===== config.mk =====
export PLATFORM = sky130hd
export DESIGN_NAME = wb_stage
export DESIGN_NICKNAME = d
export VERILOG_FILES = /design/src/rtl/wb_stage.sv
export SDC_FILE = /design/constraint.sdc
export NUM_CORES = 1
export LEC_CHECK = 0
export ABC_AREA = 1
export CAP_MARGIN = 15
export CORE_ASPECT_RATIO = 0.8
export CORE_UTILIZATION = 30
export CTS_BUF_LIST = sky130_fd_sc_hd__clkbuf_16
export DETAILED_ROUTE_END_ITERATION = 10
export SYNTH_ARGS = -nofsm -noshare
export SYNTH_HDL_FRONTEND = slang
export SYNTH_SLANG_ARGS = --single-unit
export TNS_END_PERCENT = 1

===== constraint.sdc =====
create_clock -name clk -period 1.9 [get_ports clk]
set_input_delay 0.38 -clock clk [delete_from_list [all_inputs] [get_ports clk]]
set_output_delay 0.38 -clock clk [all_outputs]
set_load 0.005 [all_outputs]

===== src/rtl/wb_stage.sv =====
// wb_stage: writeback stage of the RV32 core, feeding the register-file write port.
//   Accepts retiring instructions from MEM over in_valid/in_ready. ALU results are written
//   the cycle after acceptance. Loads wait for the data-bus response, which is then aligned,
//   extended and written. The stage also handles flush, response timeout and sticky error flags.
// Ports:
//   clk, rst_n                 clock, asynchronous active-low reset
//   in_valid / in_ready        handshake from MEM (in_ready is combinational from state)
//   in_rd, in_rd_wen           destination register and its write enable
//   in_is_load, in_funct3,
//   in_addr_lo                 load descriptor
//   in_alu_result              writeback value for non-loads
//   bus_rsp_valid/_data        data-bus read response
//   flush                      abandon the pending load
//   REGS_wen/_wraddr/_wrdata   register-file write port (registered, one-cycle pulse)
//   err_*                      sticky error flags
module wb_stage #(
  parameter int unsigned RSP_TIMEOUT = 64,
  parameter int unsigned TO_W        = 7
) (
  input  logic        clk,
  input  logic        rst_n,
  input  logic        in_valid,
  output logic        in_ready,
  input  logic [4:0]  in_rd,
  input  logic        in_rd_wen,
  input  logic        in_is_load,
  input  logic [2:0]  in_funct3,
  input  logic [1:0]  in_addr_lo,
  input  logic [31:0] in_alu_result,
  input  logic        bus_rsp_valid,
  input  logic [31:0] bus_rsp_data,
  input  logic        flush,
  output logic        REGS_wen,
  output logic [4:0]  REGS_wraddr,
  output logic [31:0] REGS_wrdata,
  output logic        err_misalign,
  output logic        err_funct3,
  output logic        err_timeout,
  output logic        err_unexp_rsp
);

  typedef enum logic [1:0] {
    IDLE     = 2'd0,
    WAIT_RSP = 2'd1,
    DRAIN    = 2'd2
  } state_t;

  state_t          state_q, state_d;
  logic [TO_W-1:0] cnt_q, cnt_d;
  logic [4:0]      rd_q, rd_d;
  logic            rd_wen_q, rd_wen_d;
  logic [2:0]      f3_q, f3_d;
  logic [1:0]      lo_q, lo_d;

  logic            wen_d;
  logic [4:0]      wraddr_d;
  logic [31:0]     wrdata_d;
  logic            err_mis_d, err_f3_d, err_to_d, err_unexp_d;

  logic [7:0]      byte_sel;
  logic [15:0]     half_sel;
  logic [31:0]     ext_data;
  logic            bad_f3;
  logic            misalign;
  logic            timeout;

  assign in_ready = (state_q == IDLE);
  assign timeout  = (cnt_q == TO_W'(RSP_TIMEOUT - 1));

  // Align and extend the response according to the captured load descriptor.
  always_comb begin
    byte_sel = bus_rsp_data[{lo_q, 3'b000} +: 8];
    half_sel = bus_rsp_data[{lo_q[1], 4'b0000} +: 16];
    ext_data = bus_rsp_data;
    case (f3_q)
      3'b000:  ext_data = {{24{byte_sel[7]}}, byte_sel};
      3'b100:  ext_data = {24'd0, byte_sel};
      3'b001:  ext_data = {{16{half_sel[15]}}, half_sel};
      3'b101:  ext_data = {16'd0, half_sel};
      default: ext_data = bus_rsp_data;
    endcase
    bad_f3   = (f3_q == 3'b011) || (f3_q == 3'b110) || (f3_q == 3'b111);
    misalign = ((f3_q[1:0] == 2'b01) && lo_q[0]) ||
               ((f3_q == 3'b010) && (lo_q != 2'b00));
  end

  // Next-state, capture, write-port and error-flag logic.
  always_comb begin
    state_d     = state_q;
    cnt_d       = cnt_q;
    rd_d        = rd_q;
    rd_wen_d    = rd_wen_q;
    f3_d        = f3_q;
    lo_d        = lo_q;
    wen_d       = 1'b0;
    wraddr_d    = REGS_wraddr;
    wrdata_d    = REGS_wrdata;
    err_mis_d   = err_misalign;
    err_f3_d    = err_funct3;
    err_to_d    = err_timeout;
    err_unexp_d = err_unexp_rsp;

    case (state_q)
      IDLE: begin
        // A stray response is flagged; it never satisfies a load accepted this cycle.
        if (bus_rsp_valid) err_unexp_d = 1'b1;
        if (in_valid) begin
          if (in_is_load) begin
            rd_d     = in_rd;
            rd_wen_d = in_rd_wen;
            f3_d     = in_funct3;
            lo_d     = in_addr_lo;
            cnt_d    = '0;
            state_d  = WAIT_RSP;
          end else if (in_rd_wen && (in_rd != 5'd0)) begin
            wen_d    = 1'b1;
            wraddr_d = in_rd;
            wrdata_d = in_alu_result;
          end
        end
      end

      WAIT_RSP: begin
        cnt_d = cnt_q + TO_W'(1);
        if (bus_rsp_valid) begin
          state_d = IDLE;
          // A flush in the same cycle discards the response.
          if (!flush) begin
            if (bad_f3) begin
              err_f3_d = 1'b1;
            end else if (misalign) begin
              err_mis_d = 1'b1;
            end else if (rd_wen_q && (rd_q != 5'd0)) begin
              wen_d    = 1'b1;
              wraddr_d = rd_q;
              wrdata_d = ext_data;
            end
          end
        end else if (timeout) begin
          err_to_d = 1'b1;
          state_d  = IDLE;
        end else if (flush) begin
          state_d = DRAIN;
        end
      end

      DRAIN: begin
        // Counter keeps running so WAIT_RSP + DRAIN share one timeout budget.
        cnt_d = cnt_q + TO_W'(1);
        if (bus_rsp_valid) begin
          state_d = IDLE;
        end else if (timeout) begin
          err_to_d = 1'b1;
          state_d  = IDLE;
        end
      end

      default: state_d = IDLE;
    endcase
  end

  // State and output registers.
  always_ff @(posedge clk or negedge rst_n) begin
    if (!rst_n) begin
      state_q       <= IDLE;
      cnt_q         <= '0;
      rd_q          <= 5'd0;
      rd_wen_q      <= 1'b0;
      f3_q          <= 3'd0;
      lo_q          <= 2'd0;
      REGS_wen      <= 1'b0;
      REGS_wraddr   <= 5'd0;
      REGS_wrdata   <= 32'd0;
      err_misalign  <= 1'b0;
      err_funct3    <= 1'b0;
      err_timeout   <= 1'b0;
      err_unexp_rsp <= 1'b0;
    end else begin
      state_q       <= state_d;
      cnt_q         <= cnt_d;
      rd_q          <= rd_d;
      rd_wen_q      <= rd_wen_d;
      f3_q          <= f3_d;
      lo_q          <= lo_d;
      REGS_wen      <= wen_d;
      REGS_wraddr   <= wraddr_d;
      REGS_wrdata   <= wrdata_d;
      err_misalign  <= err_mis_d;
      err_funct3    <= err_f3_d;
      err_timeout   <= err_to_d;
      err_unexp_rsp <= err_unexp_d;
    end
  end

endmodule


==> run summary, run 1 <==
Mux cell area share after synthesis -> 0.301%
Die area -> 0.0129 mm²
Post-Synth Simple-Gate Area -> 38.3%
YS warnings -> 0
Final wirelength -> 12.0 mm
Grt ovf -> 0
EDFF count, synth -> 0
Arrival time worst endpoint -> 1.96 ns
Core ar. -> 0.0122 mm²
Post-synth top area cell -> dfrtp_1
Mapped Area -> 0.00374 mm²
Most used DFF post-synth -> dfrtp_1
Critical setup path kind -> reg -> reg
Commonest cells in the netlist -> 201 x nand2_1, 62 x dfrtp_1, 43 x a21oi_1, 41 x nand3_1, 40 x nor2_1
Count of different cell masters after synthesis -> 30
Pwr Total -> 8380 µW
Worst-case clock buffer depth -> 2
Worst path top cell family by delay -> buffers and inverters
Peak Freq -> 576 MHz
XOR/XNOR Fraction of Synth Area -> 0.234%
Final setup fails -> 0
# IOs -> 124
Rows -> 36
I/O Buffers -> 123
DR DRC count -> 0
WP buf/inv -> 3
Vias per std cell -> 4.76
Crit-path max FO -> 26
Startpoint types -> flip-flop
Worst-margin pin slew -> 0.378 ns
Top cells by area, synth -> dfrtp_1 42%, nand2_1 20%, a21oi_1 5.8%
H-tree depth -> 3
RSZ-0062 raised after global routing -> no
Slew Viols, Final -> 0
Share of the synthesized area in the top cell type -> 41.5%
TritonCTS buffer count -> 9
Die outline width -> 127 µm
Worst skew pair latency -> 0.34 ns
Count leader, synth -> nand2_1
Mapped Cells -> 537
Global-route wire length before repair -> 19.4 mm
Sequential area share after synthesis -> 41.5%
Final period util -> 91.4%
Die height -> 102 µm
CTS Root Cell -> clkbuf_16
Leakage -> 0.00268 µW
NumNets Final -> 756
Max VDD drop -> 0.673 mV
Fillers -> 1227
Largest net degree at the start of global routing -> 63
Area Overhead vs Synth -> 48.8%
Asr flop ratio synth -> 100%
Starting Density -> 30.7%
Power Density -> 1510 mW/mm²
Reg2reg setup slack -> 0.16 ns
Hold Vio Cnt, Final -> 0
WL per Instance -> 14.5 µm
Placer Congestion -> 0.905
Share of layout cells above drive strength 1 -> 11.1%
Tot GR Track Use -> 19.5%
Via count -> 3940
Complex-gate fraction of the synthesized area -> 10.8%
Initial antenna violation count -> 0
Syn Nets -> 622
Syn_area_per_cell -> 6.96 µm²
CTS tree -> built
Status -> finished, final reports clean
Slew headroom -> 74.5%
Setup slack after layout -> 0.164 ns
Yosys reg bits -> 62
Max cap viols -> 0
Clock sinks -> 62
Most used cell along the critical path -> nand2_1
Vias in the first global route -> 3893
Worst r2r src -> state_q[0]
Min Tclk post-route -> 1.74 ns
Worst Clk Skew -> 0.00912 ns
Main combinational cell family by area after synthesis -> simple AND/OR/NAND/NOR gates
Data required, critical path -> 2.13 ns
ANT nets after route -> 0
Crit-path slowest cell -> dfrtp_1
Clock slew at reported path FFs -> 0.06 ns
Crit-path max cell delay -> 0.38 ns
Antenna fix cells -> 0
Post-DP HPWL -> 8.81 mm
Critical Path Source -> state_q[0]
Worst Hold Class -> in -> async
Post-Place Worst Slack -> -0.140 ns
DRT iter0 DRCs -> 219
DR pass1 iterations -> 4
Synth Area in Adders -> 1.34%
CP Capture Type -> flip-flop
Crit path cell chain -> buf_4 -> ha_1 -> clkinv_2 -> buf_4 -> a21oi_1 -> nand2_1 -> nand2_1 -> nand2_1 -> nand2_1
==> logic make-up (layout without fill, tap and decap cells) <==
logic type               Yosys count  after routing
AND/OR/NAND/NOR                  331            331
AO/OA/AOI/OAI                     77             77
flip-flops                        62             62
buffers and inverters             61            200
adder cells (fa/ha/maj)            4              4
XOR/XNOR                           1              1
multiplexers                       1              1
==> through the flow <==
step | setup TNS [ns] | cell area [µm²] | hold slack [ns] | instances | utilization (%)
after floorplan | 0 | 3740 | 0.0844 | 537 | -
after global placement | -3.04 | 5240 | 0.421 | 810 | 43.0
after detailed placement | -4.52 | 5240 | 0.428 | 810 | 43.0
after CTS | 0 | 5550 | 0.0770 | 828 | 45.6
after global routing | 0 | 5560 | 0.0949 | 828 | 45.7
final | 0 | 5560 | 0.0679 | 828 | 45.7
==> path summary, 6_finish.rpt <==
check,depth (start not counted),end
max,9,REGS_wrdata[15]
min,2,REGS_wrdata[1]
max reg2reg,9,REGS_wrdata[15]
min reg2reg,2,REGS_wrdata[2]
max in group asynchronous,2,REGS_wrdata[21]
min in group clk,2,REGS_wrdata[2]
==> final cells by class <==
class	instances	area (µm²)	share of cell area (%)
clock buffer	9	225	4.05
timing repair buffer	151	1480	26.6
multi-input combinational	414	1910	34.4
clock inverter	7	73.8	1.33
inverter	33	130	2.34
sequential	62	1550	27.9
tap	152	190	3.42
==> sequential cells by signal, summed over array words and instances (netlist names) <==
register       flops
REGS_wrdata       32
cnt_q              7
REGS_wraddr        5
rd_q               5
f3_q               3
lo_q               2
state_q            2
REGS_wen           1
err_funct3         1
err_misalign       1
err_timeout        1
err_unexp_rsp      1
rd_wen_q           1
==> cell usage in the layout, fill, tap and decap left out, types with 17 or more instances in the layout <==
cell and instances:
nand2_1 201, clkdlybuf4s50_1 121, dfrtp_1 62, a21oi_1 43, nand3_1 41, nor2_1 40, inv_1 28, buf_4 24
o21ai_0 21, or2_2 17, nand4_1 17
==> layer usage <==
| metal | wire length [µm] | GRT usage (%) | vias up |
|---|---|---|---|
| met5 | 0 | 0 | - |
| met4 | 182 | 7.88 | 0 |
| met3 | 681 | 3.30 | 17 |
| met2 | 5240 | 29.9 | 131 |
| met1 | 5910 | 27.4 | 1781 |
| li1 | - | - | 2011 |
==> power breakdown <==
part	switching, µW	internal [µW]
combinational	2380	2060
clock	629	1020
sequential	410	1890
total	3420	4970
==> repair_timing <==
action,CTS,global route
buffers inserted,2,0
resized for setup,3,4
hold buffers,0,0
pin swaps,0,2
endpoints found under the hold margin,0,0
endpoints found under the setup margin,1,37
No activity file was read; power rests on OpenSTA's default activity.
==> run 2: changes to the inputs <==
Settings changed: CORE_ASPECT_RATIO 0.8 to 1.75.
Clock period 1.9 ns to 2.1 ns, I/O delays scaled along.
==> run 2 against run 1 <==
  * Critical path depth is 5 lower
  * Final cell count up 0.24%
  * Setup slack lost 0.090 ns
  * Wire length grew 4.9%
  * Total power down 10%
  * Non-clock buffer count fell by 11
  * Sequential share of layout area rose by 0.36 points
  * Register-to-register slack improved by 0.14 ns
  * Utilization down 0.23 points
  * Via count rose by 2.5%
  * Clock skew grew 0.0011 ns
  * Hold slack improved by 0.030 ns
  * Largest cell class unchanged
==> run summary, run 2 (synthesis gave the netlist of run 1 again) <==
Largest register FFs -> 32 (unchanged)
Leakage -> 0.00265 µW (-1.3%)
DR pass1 iterations -> 5 (+1)
Arrival time worst endpoint -> 1.61 ns (-0.35 ns)
Placed instance area -> 0.00521 mm² (-0.50%)
Rows -> 53 (+47%)
Post-CTS Resized -> 0 (-3)
Placer Congestion -> 0.858 (-5.2%)
# hold bufs at CTS -> 0 (unchanged)
Cell area after layout -> 0.00549 mm² (-1.3%)
Area Overhead vs Synth -> 47.0%
Post-CTS setup buffers -> 0 (-2)
Data required, critical path -> 1.68 ns (-0.45 ns)
Final period util -> 96.5%
Tot GR Track Use -> 19.9% (+0.46 points)
Post-DP HPWL -> 9.40 mm (+6.8%)
Final setup TNS -> 0 ns (unchanged)
# IOs -> 124 (unchanged)
Hold Vio Cnt, Final -> 0 (unchanged)
Worst Hold Class -> in -> async
Grt ovf -> 0 (unchanged)
ANT nets after route -> 0 (unchanged)
Max VDD drop -> 0.542 mV (-19%)
Reg2reg setup slack -> 0.30 ns (+0.14 ns)
Die height -> 150 µm (+47%)
Slew Viols, Final -> 0 (unchanged)
Worst r2r src -> state_q[1]
Status -> finished, final reports clean
Crit-path max FO -> 3 (-88%)
Worst Clk Skew -> 0.0102 ns (+0.00107 ns)
Internal power -> 4440 µW (-11%)
Final setup fails -> 0 (unchanged)
Fillers -> 1276 (+4.0%)
FF-to-FF End -> REGS_wrdata[13]
Sw Share -> 40.8% (+0.065 points)
Slew headroom -> 47.4% (-27 points)
Largest net degree at the start of global routing -> 63 (unchanged)
Top flop regs -> REGS_wrdata: 32 flops, cnt_q: 7 flops
Worst-case clock buffer depth -> 2 (unchanged)
Global-route wire length before repair -> 19.5 mm (+0.57%)
I/O Buffers -> 123 (unchanged)
Clock sinks -> 62 (unchanged)
Vias per std cell -> 4.87 (+2.2%)
Seq. cell area -> 0.00155 mm² (unchanged)
Startpoint types -> flip-flop
Clock share of power -> 19.1% (-0.5 points)
Area of the multi-input gates -> 0.00191 mm² (-0.39%)
CTS Root Cell -> clkbuf_16
Initial antenna violation count -> 0 (unchanged)
DRT iter0 DRCs -> 237 (+8.2%)
Worst-case reg-to-reg path depth -> 9 (unchanged)
Comb pwr share -> 52.7% (-0.2 points)
Worst-case hold slack -> 0.0980 ns (+0.0301 ns)
Vias in the first global route -> 3987 (+2.4%)
Register with the most flip-flops -> REGS_wrdata
Critical setup path kind -> reg -> out
Sequential share of power -> 28.2% (+0.7 points)
Final wirelength -> 12.6 mm (+4.9%)
WL per Instance -> 15.2 µm (+4.6%)
Worst skew pair latency -> 0.33 ns (about the same)
Min Tclk post-route -> 2.03 ns
Power Density -> 1370 mW/mm² (-9.3%)
Clock slew at reported path FFs -> 0.06 ns (about the same)
Die area -> 0.0129 mm² (+0.12%)
RSZ-0062 raised after global routing -> no
Worst-margin pin slew -> 0.787 ns (+0.410 ns)
Most common cell after layout, fill and taps aside -> nand2_1
DR DRC count -> 0 (unchanged)
H-tree depth -> 3 (unchanged)
NumNets Final -> 745 (-1.5%)
Die outline width -> 86.4 µm (-32%)
Peak Freq -> 493 MHz
TritonCTS buffer count -> 9 (unchanged)
CP Capture Type -> output port
Most frequent cells in the layout -> 201 x nand2_1, 122 x clkdlybuf4s50_1, 62 x dfrtp_1
Antenna fix cells -> 0 (unchanged)
Starting Density -> 31.0% (+0.24 points)
Core ar. -> 0.0121 mm² (-0.76%)
Max cap viols -> 0 (unchanged)
CTS tree -> built
Via count -> 4038 (+2.5%)
Sw Pwr -> 3070 µW (-10%)
Share of layout cells above drive strength 1 -> 8.87% (-2.2 points)
run 2: power by group through the flow:
stage | combinational, µW | sequential [µW] | clock [µW]
2_1_floorplan | 2340 | 2020 | 0
3_5_place_dp | 3970 | 2130 | 0
5_1_grt | 4420 | 2190 | 1530
4_1_cts | 3990 | 2120 | 1460
6_report | 3960 | 2120 | 1430
3_3_place_gp | 3900 | 2130 | 0
run 2: cell type report:
cell class                 count  area share [%]
multi-input combinational    414            34.7
inverter                      33            2.35
clock buffer                   9            4.10
sequential                    62            28.3
tap                          165            3.76
clock inverter                 7            1.03
timing repair buffer         140            25.8
run 2: worst max path at each step:
stage | startpoint | to | slack (ns) | cells after the start
6_report | state_q[0] | in_ready | 0.07 | 4
5_1_grt | state_q[0] | in_ready | 0.0006 | 4
4_1_cts | state_q[0] | in_ready | 0.06 | 4
3_5_place_dp | in_rd[3] | REGS_wrdata[3] | 0.09 | 9
3_3_place_gp | bus_rsp_data[31] | REGS_wrdata[21] | 0.13 | 9
2_1_floorplan | state_q[0] | REGS_wrdata[16] | 0.45 | 10
run 2: layer usage:
metal | vias to the layer above | part of all wire (%) | GRT usage (%)
met1 | 1876 | 39 | 21.9
met2 | 147 | 52 | 35.7
met4 | 0 | 3.5 | 9.92
li1 | 1986 | - | -
met3 | 29 | 5.4 | 4.03
met5 | - | 0 | 0
run 2: stage by stage:
stage | util, % | instances | power, µW | setup WS, ns
after detailed placement | 43.2 | 814 | 6100 | 0.0854
after CTS | 45.5 | 830 | 7570 | 0.0552
after floorplan | - | 537 | 4370 | 0.454
final | 45.5 | 830 | 7510 | 0.0735
after global placement | 43.2 | 814 | 6030 | 0.127
after global routing | 45.5 | 830 | 8130 | 0.000571
run 2: worst max-delay path, cell delays in order (launching register included):
cell,delay (ns)
dfrtp_1,0.39
inv_1,0.09
ha_1,0.17
buf_4,0.14
clkdlybuf4s50_1,0.50
